`src/rtl/fifo_dma_sched_if.sv`:
```
// Handshake and status bundle between the SCSI/memory DMA sequencer and its
// environment: strobes, bus arbitration and FIFO bookkeeping outputs.
interface fifo_dma_sched_if;
   logic       DMADIR;
   logic       DMAENA;
   logic       FLUSH;
   logic       FIFOCLR;
   logic       SSTB;
   logic       MSTB;
   logic       BGRANT;
   logic       BREQ;
   logic [2:0] WPTR;
   logic [2:0] RPTR;
   logic [3:0] COUNT;
   logic       FIFOFULL;
   logic       FIFOEMPTY;
   logic       FLUSHED;
   logic       ERR;

   modport slave (
      input  DMADIR, DMAENA, FLUSH, FIFOCLR, SSTB, MSTB, BGRANT,
      output BREQ, WPTR, RPTR, COUNT, FIFOFULL, FIFOEMPTY, FLUSHED, ERR
   );

   modport master (
      output DMADIR, DMAENA, FLUSH, FIFOCLR, SSTB, MSTB, BGRANT,
      input  BREQ, WPTR, RPTR, COUNT, FIFOFULL, FIFOEMPTY, FLUSHED, ERR
   );
endinterface

```
`src/rtl/fifo_dma_sched.sv`:
```
// 8-entry DMA FIFO pointer/occupancy tracker with a bus-request scheduler that
// moves whole FIFO loads (or a flushed partial load) between SCSI and memory.
module fifo_dma_sched (
   input  logic            CLK,
   input  logic            RST_,
   fifo_dma_sched_if.slave bus
);
   typedef enum logic [1:0] {IDLE, REQ, XFER, RELEASE} state_t;

   state_t     state_q, state_d;
   logic [2:0] wptr_q, wptr_d;
   logic [2:0] rptr_q, rptr_d;
   logic [3:0] count_q, count_d;
   logic       full_q, empty_q;
   logic       breq_q, breq_d;
   logic       err_q, err_d;
   logic       fpend_q, fpend_d;
   logic       flushed_q, flushed_d;
   logic       sstb_acc, mstb_acc, wr, rd, fpend_eff;

   // Memory-side strobes only count while we actually own the bus.
   assign sstb_acc = bus.SSTB & bus.DMAENA;
   assign mstb_acc = bus.MSTB & (state_q == XFER);
   assign wr       = bus.DMADIR ? mstb_acc : sstb_acc;
   assign rd       = bus.DMADIR ? sstb_acc : mstb_acc;

   always_comb begin
      wptr_d  = wptr_q;
      rptr_d  = rptr_q;
      count_d = count_q;
      err_d   = err_q;
      if (wr && rd) begin
         if (count_q == 4'd0) begin
            // Nothing to read yet: the write lands, the read is an underrun.
            wptr_d  = wptr_q + 3'd1;
            count_d = 4'd1;
            err_d   = 1'b1;
         end else begin
            wptr_d = wptr_q + 3'd1;
            rptr_d = rptr_q + 3'd1;
         end
      end else if (wr) begin
         if (count_q != 4'd8) begin
            wptr_d  = wptr_q + 3'd1;
            count_d = count_q + 4'd1;
         end else begin
            err_d = 1'b1;
         end
      end else if (rd) begin
         if (count_q != 4'd0) begin
            rptr_d  = rptr_q + 3'd1;
            count_d = count_q - 4'd1;
         end else begin
            err_d = 1'b1;
         end
      end
      if (bus.FIFOCLR) begin
         wptr_d  = 3'd0;
         rptr_d  = 3'd0;
         count_d = 4'd0;
         err_d   = 1'b0;
      end
   end

   always_comb begin
      fpend_eff = fpend_q | (bus.FLUSH & ~bus.DMADIR);
      flushed_d = fpend_eff & (count_d == 4'd0);
      fpend_d   = fpend_eff & (count_d != 4'd0);
      if (bus.FIFOCLR) begin
         flushed_d = 1'b0;
         fpend_d   = 1'b0;
      end
   end

   always_comb begin
      state_d = state_q;
      case (state_q)
         IDLE: begin
            if (bus.DMAENA &&
                ((!bus.DMADIR && (full_q || (fpend_q && !empty_q))) ||
                 (bus.DMADIR && empty_q)))
               state_d = REQ;
         end
         REQ: begin
            if (!bus.DMAENA)
               state_d = IDLE;
            else if (bus.BGRANT)
               state_d = XFER;
         end
         XFER: begin
            if (!bus.DMAENA ||
                (!bus.DMADIR && rd && (count_q != 4'd0) && (count_d == 4'd0)) ||
                (bus.DMADIR && wr && (count_q != 4'd8) && (count_d == 4'd8)))
               state_d = RELEASE;
         end
         RELEASE: begin
            if (!bus.BGRANT)
               state_d = IDLE;
         end
         default: state_d = IDLE;
      endcase
      // A clear while granted must still hand the bus back cleanly.
      if (bus.FIFOCLR)
         state_d = bus.BGRANT ? RELEASE : IDLE;
      breq_d = (state_d == REQ) || (state_d == XFER);
   end

   always_ff @(posedge CLK or negedge RST_) begin
      if (!RST_) begin
         state_q   <= IDLE;
         wptr_q    <= 3'd0;
         rptr_q    <= 3'd0;
         count_q   <= 4'd0;
         full_q    <= 1'b0;
         empty_q   <= 1'b1;
         breq_q    <= 1'b0;
         err_q     <= 1'b0;
         fpend_q   <= 1'b0;
         flushed_q <= 1'b0;
      end else begin
         state_q   <= state_d;
         wptr_q    <= wptr_d;
         rptr_q    <= rptr_d;
         count_q   <= count_d;
         full_q    <= (count_d == 4'd8);
         empty_q   <= (count_d == 4'd0);
         breq_q    <= breq_d;
         err_q     <= err_d;
         fpend_q   <= fpend_d;
         flushed_q <= flushed_d;
      end
   end

   assign bus.BREQ      = breq_q;
   assign bus.WPTR      = wptr_q;
   assign bus.RPTR      = rptr_q;
   assign bus.COUNT     = count_q;
   assign bus.FIFOFULL  = full_q;
   assign bus.FIFOEMPTY = empty_q;
   assign bus.FLUSHED   = flushed_q;
   assign bus.ERR       = err_q;
endmodule

```
`src/flat_wrapper.sv`:
```
// flat-port wrapper written by rule: the top's interface ports become plain ports
module fifo_dma_sched_flat 
  (CLK, RST_, bus_DMADIR, bus_DMAENA, bus_FLUSH, bus_FIFOCLR, bus_SSTB, bus_MSTB, bus_BGRANT, bus_BREQ, bus_WPTR, bus_RPTR, bus_COUNT, bus_FIFOFULL, bus_FIFOEMPTY, bus_FLUSHED, bus_ERR);
  fifo_dma_sched_if bus_i ();
  input  logic CLK;
  input  logic RST_;
  input wire logic [$bits(bus_i.DMADIR)-1:0] bus_DMADIR;
  input wire logic [$bits(bus_i.DMAENA)-1:0] bus_DMAENA;
  input wire logic [$bits(bus_i.FLUSH)-1:0] bus_FLUSH;
  input wire logic [$bits(bus_i.FIFOCLR)-1:0] bus_FIFOCLR;
  input wire logic [$bits(bus_i.SSTB)-1:0] bus_SSTB;
  input wire logic [$bits(bus_i.MSTB)-1:0] bus_MSTB;
  input wire logic [$bits(bus_i.BGRANT)-1:0] bus_BGRANT;
  output wire logic [$bits(bus_i.BREQ)-1:0] bus_BREQ;
  output wire logic [$bits(bus_i.WPTR)-1:0] bus_WPTR;
  output wire logic [$bits(bus_i.RPTR)-1:0] bus_RPTR;
  output wire logic [$bits(bus_i.COUNT)-1:0] bus_COUNT;
  output wire logic [$bits(bus_i.FIFOFULL)-1:0] bus_FIFOFULL;
  output wire logic [$bits(bus_i.FIFOEMPTY)-1:0] bus_FIFOEMPTY;
  output wire logic [$bits(bus_i.FLUSHED)-1:0] bus_FLUSHED;
  output wire logic [$bits(bus_i.ERR)-1:0] bus_ERR;
  assign bus_i.DMADIR = bus_DMADIR;
  assign bus_i.DMAENA = bus_DMAENA;
  assign bus_i.FLUSH = bus_FLUSH;
  assign bus_i.FIFOCLR = bus_FIFOCLR;
  assign bus_i.SSTB = bus_SSTB;
  assign bus_i.MSTB = bus_MSTB;
  assign bus_i.BGRANT = bus_BGRANT;
  assign bus_BREQ = bus_i.BREQ;
  assign bus_WPTR = bus_i.WPTR;
  assign bus_RPTR = bus_i.RPTR;
  assign bus_COUNT = bus_i.COUNT;
  assign bus_FIFOFULL = bus_i.FIFOFULL;
  assign bus_FIFOEMPTY = bus_i.FIFOEMPTY;
  assign bus_FLUSHED = bus_i.FLUSHED;
  assign bus_ERR = bus_i.ERR;
  fifo_dma_sched u_core (.CLK(CLK), .RST_(RST_), .bus(bus_i));
endmodule
```
`config.mk`:
```
export PLATFORM = sky130hd
export DESIGN_NAME = fifo_dma_sched_flat
export DESIGN_NICKNAME = d
export VERILOG_FILES = /design/src/rtl/fifo_dma_sched_if.sv /design/src/rtl/fifo_dma_sched.sv /design/src/flat_wrapper.sv
export SDC_FILE = /design/constraint.sdc
export NUM_CORES = 1
export LEC_CHECK = 0
export ABC_AREA = 1
export CAP_MARGIN = 20
export CORE_ASPECT_RATIO = 1.4
export CORE_MARGIN = 10
export CORE_UTILIZATION = 46
export DETAILED_ROUTE_END_ITERATION = 7
export PLACE_DENSITY = 0.73
export SLEW_MARGIN = 5
export SYNTH_ARGS = -nofsm -noshare
export SYNTH_HDL_FRONTEND = slang
export SYNTH_SLANG_ARGS = --single-unit
```
`constraint.sdc`:
```
create_clock -name CLK -period 2 [get_ports CLK]
set_input_delay 0.2 -clock CLK [delete_from_list [all_inputs] [get_ports CLK]]
set_output_delay 0.2 -clock CLK [all_outputs]
set_load 0.005 [all_outputs]
```
==> flow_summary.json <==
{
  "stdcell_count": 263,
  "min_period_over_period_pct": 95.4,
  "netlist_area_um2": 1270,
  "drt_iter0_markers": 62,
  "ant_nets": 0,
  "cellPowerDensity_nw_per_um2": 715,
  "ys_seq_area_share_pct": 35.5,
  "finalInstanceArea_um2": 1810,
  "p_leak_nw": 0.892,
  "die_w_um": 64.4,
  "ys_ff_latch": 18,
  "status": "complete, no violations",
  "grt_pass1_wl_um": 5740,
  "placed_area_um2": 1700,
  "worst_clock_skew_ns": 0.00237,
  "h-tree-depth": 1,
  "slew_headroom_pct": 78.4,
  "synth-edff-count": 0,
  "vias_per_cell": 5.08,
  "crit_fanout": 4,
  "dieArea_um2": 5300,
  "wire_per_inst_um": 13.8,
  "antenna_found_initial": 0,
  "tightestPinTransition_ns": 0.322,
  "synth_ff_type": "dfrtp_1",
  "drcViolationCount": 0,
  "initial_utilization_pct": 48.1,
  "hold_violations": 0,
  "clock-root-buffer": "clkbuf_4",
  "clk_latency_ns": 0.30,
  "crit_type": "flop to flop",
  "synth_top_family_by_area": "simple AND/OR/NAND/NOR gates",
  "worst_ep_required_time_ns": 2.21,
  "worstPathArrival_ns": 2.11,
  "cts_made_buffers": 3,
  "end_kind": "flop",
  "preCtsSetupSlack_ns": -0.103,
  "grt_pass1_vias": 1287,
  "drive_above_1_share_pct": 30.0,
  "synth_cells": 178,
  "setup_ws_ns": 0.0919,
  "synth_top_area_cell": "dfrtp_1",
  "drv_slew": 0,
  "antennaDiodeCount": 0,
  "tritoncts": "done",
  "synthXorXnorAreaFrac_pct": 0.689,
  "rows": 22,
  "place_inst": 257,
  "grt_overflow": 0,
  "hold_slack_ns": 0.210,
  "drtPass1Iterations": 4,
  "cp-start-kind": "flop",
  "grt_usage_pct": 13.6,
  "dp.final_hpwl_um": 2870,
  "synth_common_cells": "nand2_1 (46), inv_1 (22), nand3_1 (18), dfrtp_1 (17), nor2_1 (14)",
  "avgSynthCellArea_um2": 7.14,
  "yosysMostFrequentCell": "nand2_1",
  "yosysTopAreaCellShare_pct": 33.5,
  "cts_hold_buf": 0,
  "synth_cell_types": 24,
  "core_um2": 2640,
  "peakVddDrop_mv": 0.760,
  "period_minus_slack_ns": 1.91,
  "die_h_um": 82.2,
  "rsz0062_at_grt": "true",
  "netlist_top_cells_area": "dfrtp_1 (33%), nand2_1 (14%), nand3_1 (7.1%)",
  "hold_path.class": "input port to async pin",
  "synth_compound_area_share_pct": 10.9,
  "io_buffers": 23,
  "path_clk_slew_ns": 0.10,
  "synth_nets": 192,
  "fin_nets": 242,
  "setup_tns_ns": 0,
  "max_cap_viol_count": 0,
  "grt_max_degree": 19,
  "synth-simple-area-share_pct": 38.5,
  "setup_violations": 0,
  "vias": 1337,
  "gp_congestion": 0.928,
  "clock-sinks": 18,
  "synth_fa_ha_area_share_pct": 4.92,
  "clockBufferDepth": 2,
  "io_pins": 24,
  "async_reset_ff_share_pct": 100,
  "drt_wl_total_um": 3630,
  "yosysWarnings": 0,
  "synthMuxAreaShare_pct": 0,
  "fmax_ghz": 0.524,
  "syn2layout_area_growth_pct": 42.6
}
## cell type report
| cell class | instances | area (µm²) |
|---|---|---|
| fill | 238 | 830 |
| timing repair buffer | 46 | 407 |
| multi-input combinational | 128 | 754 |
| sequential | 18 | 454 |
| clock buffer | 4 | 36.3 |
| tap | 36 | 45.0 |
| inverter | 31 | 116 |
## routing by layer
layer	routed length (µm)	share of wire, %	track usage (%)	vias up
met3	180	5.0	3.23	11
met1	1340	37	12.5	620
li1	-	-	-	673
met5	0	0	0	-
met2	2010	55	27.3	33
met4	102	2.8	6.22	0
## sequential cells by signal, summed over array words and instances, names as in the netlist
register and flops:
u_core.bus.COUNT 4, u_core.fpend_q 1, u_core.bus.FLUSHED 1, u_core.bus.FIFOEMPTY 1, u_core.bus.ERR 1, u_core.state_q 2, u_core.bus.FIFOFULL 1, u_core.bus.BREQ 1
u_core.bus.RPTR 3, u_core.bus.WPTR 3
## logic make-up after synthesis
logic type | count (synthesis)
xor+xnor | 1
fa+ha+maj | 5
simple gates | 99
buf+inv | 32
flops | 18
compound gates | 23
## worst max-delay path, cell delays in order (launching register included)
cell and delay (ns):
dfrtp_1 0.40, inv_2 0.08, ha_4 0.18, nand2_4 0.07, ha_4 0.25, nand2_1 0.04, nand2_1 0.06, nand2_1 0.06
nand3_2 0.08, nand2_2 0.06, inv_2 0.08, nand3_2 0.08, nand3_2 0.08, nand2_2 0.05, nand2_2 0.07, nand2_2 0.05
nand2_1 0.07, nand2_1 0.04
## per-stage QoR
step / power, mW / utilization (%)
floorplan: 0.759 / -
global placement: 1.01 / 64.4
detailed placement: 1.02 / 64.4
CTS: 1.25 / 65.8
global route: 1.39 / 68.6
finish: 1.30 / 68.6
## what timing repair did
item / 4_1_cts / 5_1_grt
resized for setup: 0 / 14
endpoints found under the setup margin: 0 / 3
buffers inserted: 0 / 2
## cell usage in the layout, fill, tap and decap left out, drive strengths merged
cell type	instances
a31oi	1
nand3	23
nor3	2
nand4	3
xor2	1
clkdlybuf4s50	23
a21oi	10
ha	5
o21ai	8
nor2	19
clkbuf	4
nand2	52
o211ai	3
dfrtp	17
dfstp	1
a32oi	1
inv	31
buf	23
## where the power goes
group | switching (mW) | internal, mW | leakage, nW
clock network | 0.118 | 0.111 | 0.0210
registers | 0.0470 | 0.421 | 0.232
logic | 0.315 | 0.284 | 0.640
total | 0.480 | 0.817 | 0.892
## final timing paths
check / startpoint / endpoint / slack (ns) / cells past startpoint
setup / recovery: u_core.bus.COUNT[1] / u_core.bus.BREQ / 0.09 / 17
hold / removal: RST_ / u_core.bus.COUNT[2] / 0.21 / 2
setup reg to reg: u_core.bus.COUNT[1] / u_core.bus.BREQ / 0.09 / 17
hold reg to reg: u_core.bus.WPTR[2] / u_core.bus.WPTR[2] / 0.54 / 2
max in group asynchronous: RST_ / u_core.bus.FIFOEMPTY / 1.53 / 2
min in group CLK: u_core.bus.WPTR[2] / u_core.bus.WPTR[2] / 0.54 / 2
No activity file was read; power rests on OpenSTA's default activity.
==> edit: new RTL, config.mk and constraints unchanged <==
Encoding of `state_t`: now one-hot (4 bits for 4 states).
--- a/src/rtl/fifo_dma_sched.sv
+++ b/src/rtl/fifo_dma_sched.sv
@@ -7,3 +7,3 @@
 );
-   typedef enum logic [1:0] {IDLE, REQ, XFER, RELEASE} state_t;
+   typedef enum logic [3:0] {IDLE = 4'b0001, REQ = 4'b0010, XFER = 4'b0100, RELEASE = 4'b1000} state_t;
 
Behaviour: same outputs for any inputs over 4 cycles, from zero or initial values and one cycle with RST_ low; so few cycles prove little.
==> edit against the original RTL <==
  * Non-clock buffer count did not move
  * Design area grew 14%
  * Power shrank 7.4%
  * Sequential power decreased by 2%
  * Synthesized cell count up 7.3%
  * Sequential cell count increased by 2
  * Area after synthesis increased by 18%
  * Routed wire length grew 6.9%
  * Combinational power is 29% lower
  * Fmax increased by 0.89%
  * Setup slack improved by 0.017 ns
  * Critical endpoint unchanged
  * Highest routed layer unchanged
==> edit: results (changes against the original RTL) <==
outcome: "finished, final reports clean"
post_cts_buffers: 0  # unchanged
sh_seq_area_pct: 24.3  # -0.73 points
synth_fa_ha_area_share_pct: 4.16  # -0.76 points
placed_cells: 272  # +5.8%
p_per_area_nw_per_um2: 581  # -19%
nFlopsAndLatches: 20  # +2
yosysSeqAreaShare_pct: 33.4  # -2.1 points
synthTopCellsByArea: "dfrtp_1 30%, nand2_1 7.0%, inv_1 5.7%"
post_drt_via_cell_ratio: 5.03  # -1.1%
vdd_drop_max_uv: 365  # -52%
clkbuf_count: 4  # unchanged
ys_async_sr_fraction_pct: 100  # unchanged
maxSlewHeadroom_pct: 69.5  # -8.9 points
taps: 39  # +8.3%
vias: 1403  # +4.9%
yosys-top-cells-count: "28 x nand2_1, 23 x inv_1, 19 x nor2_1"
grt_use_met3_pct: 3.07  # -0.17 points
drtIter0Drc: 58  # -6.5%
clock_skew_ns: 0.00276  # +0.000392 ns
hpwl_um: 2950  # +3.1%
regArea_um2: 503  # +11%
clockNetworkAreaShare_pct: 2.66  # +0.66 points
inverters: 33  # +6.5%
syn_avg_cell_area_um2: 7.87  # +10%
ctsResizeCount: 2  # +2
grt_usage_pct: 13.0  # -0.58 points
path_max_fanout: 5  # +1
ys_types: 32  # +33%
grt_util_met2_pct: 22.1  # -5.2 points
wl_met2_um: 2010  # -0.35%
power_leakage_nw: 1.02  # +14%
place.gp.congestion: 0.899  # -3.1%
synth_compound_area_share_pct: 7.99  # -2.9 points
wl_met1_um: 1560  # +17%
fillers: 258  # +8.4%
use_met1_pct: 14.9  # +2.4 points
diodes: 0  # unchanged
hp-class: "in -> async"
wire_per_inst_um: 13.9  # +0.75%
nonClkBufAreaFrac_pct: 19.7  # -2.8 points
drive_gt1_share_pct: 35.8  # +5.9 points
preCtsSetupSlack_ns: -0.0966  # +0.00662 ns
multi_input_cells: 137  # +7.0%
clk_latency_ns: 0.27  # -0.03 ns
synth_nets: 205  # +6.8%
p_comb_mw: 0.423  # -29%
grt_start_max_net_pins: 21  # +2
dr_wl_met3_um: 220  # +22%
p_seq_mw: 0.458  # -2%
intPower_mw: 0.811  # -0.68%
place_area_um2: 1940  # +14%
crit_arrival_ns: 2.05  # -0.06 ns
[edit: changes by cell type after synthesis, moves of 4 or more]
cell / delta
xor2_1: +4
nand3_1: -5
nand2_1: -18
nand2_2: +7
nor2_1: +5
[edit: worst paths after layout]
path	cells past startpoint	slack (ns)	endpoint	startpoint
setup / recovery	15	0.11	u_core.bus.BREQ$_DFF_PN0_	u_core.bus.COUNT[0]$_DFF_PN0_
hold / removal	2	0.26	u_core.bus.COUNT[3]$_DFF_PN0_	RST_
setup reg to reg	15	0.11	u_core.bus.BREQ$_DFF_PN0_	u_core.bus.COUNT[0]$_DFF_PN0_
hold reg to reg	1	0.47	u_core.bus.RPTR[2]$_DFFE_PN0P_	u_core.bus.RPTR[2]$_DFFE_PN0P_
max in group asynchronous	2	1.47	u_core.state_q[0]$_DFF_PN1_	RST_
min in group CLK	1	0.47	u_core.bus.RPTR[2]$_DFFE_PN0P_	u_core.bus.RPTR[2]$_DFFE_PN0P_
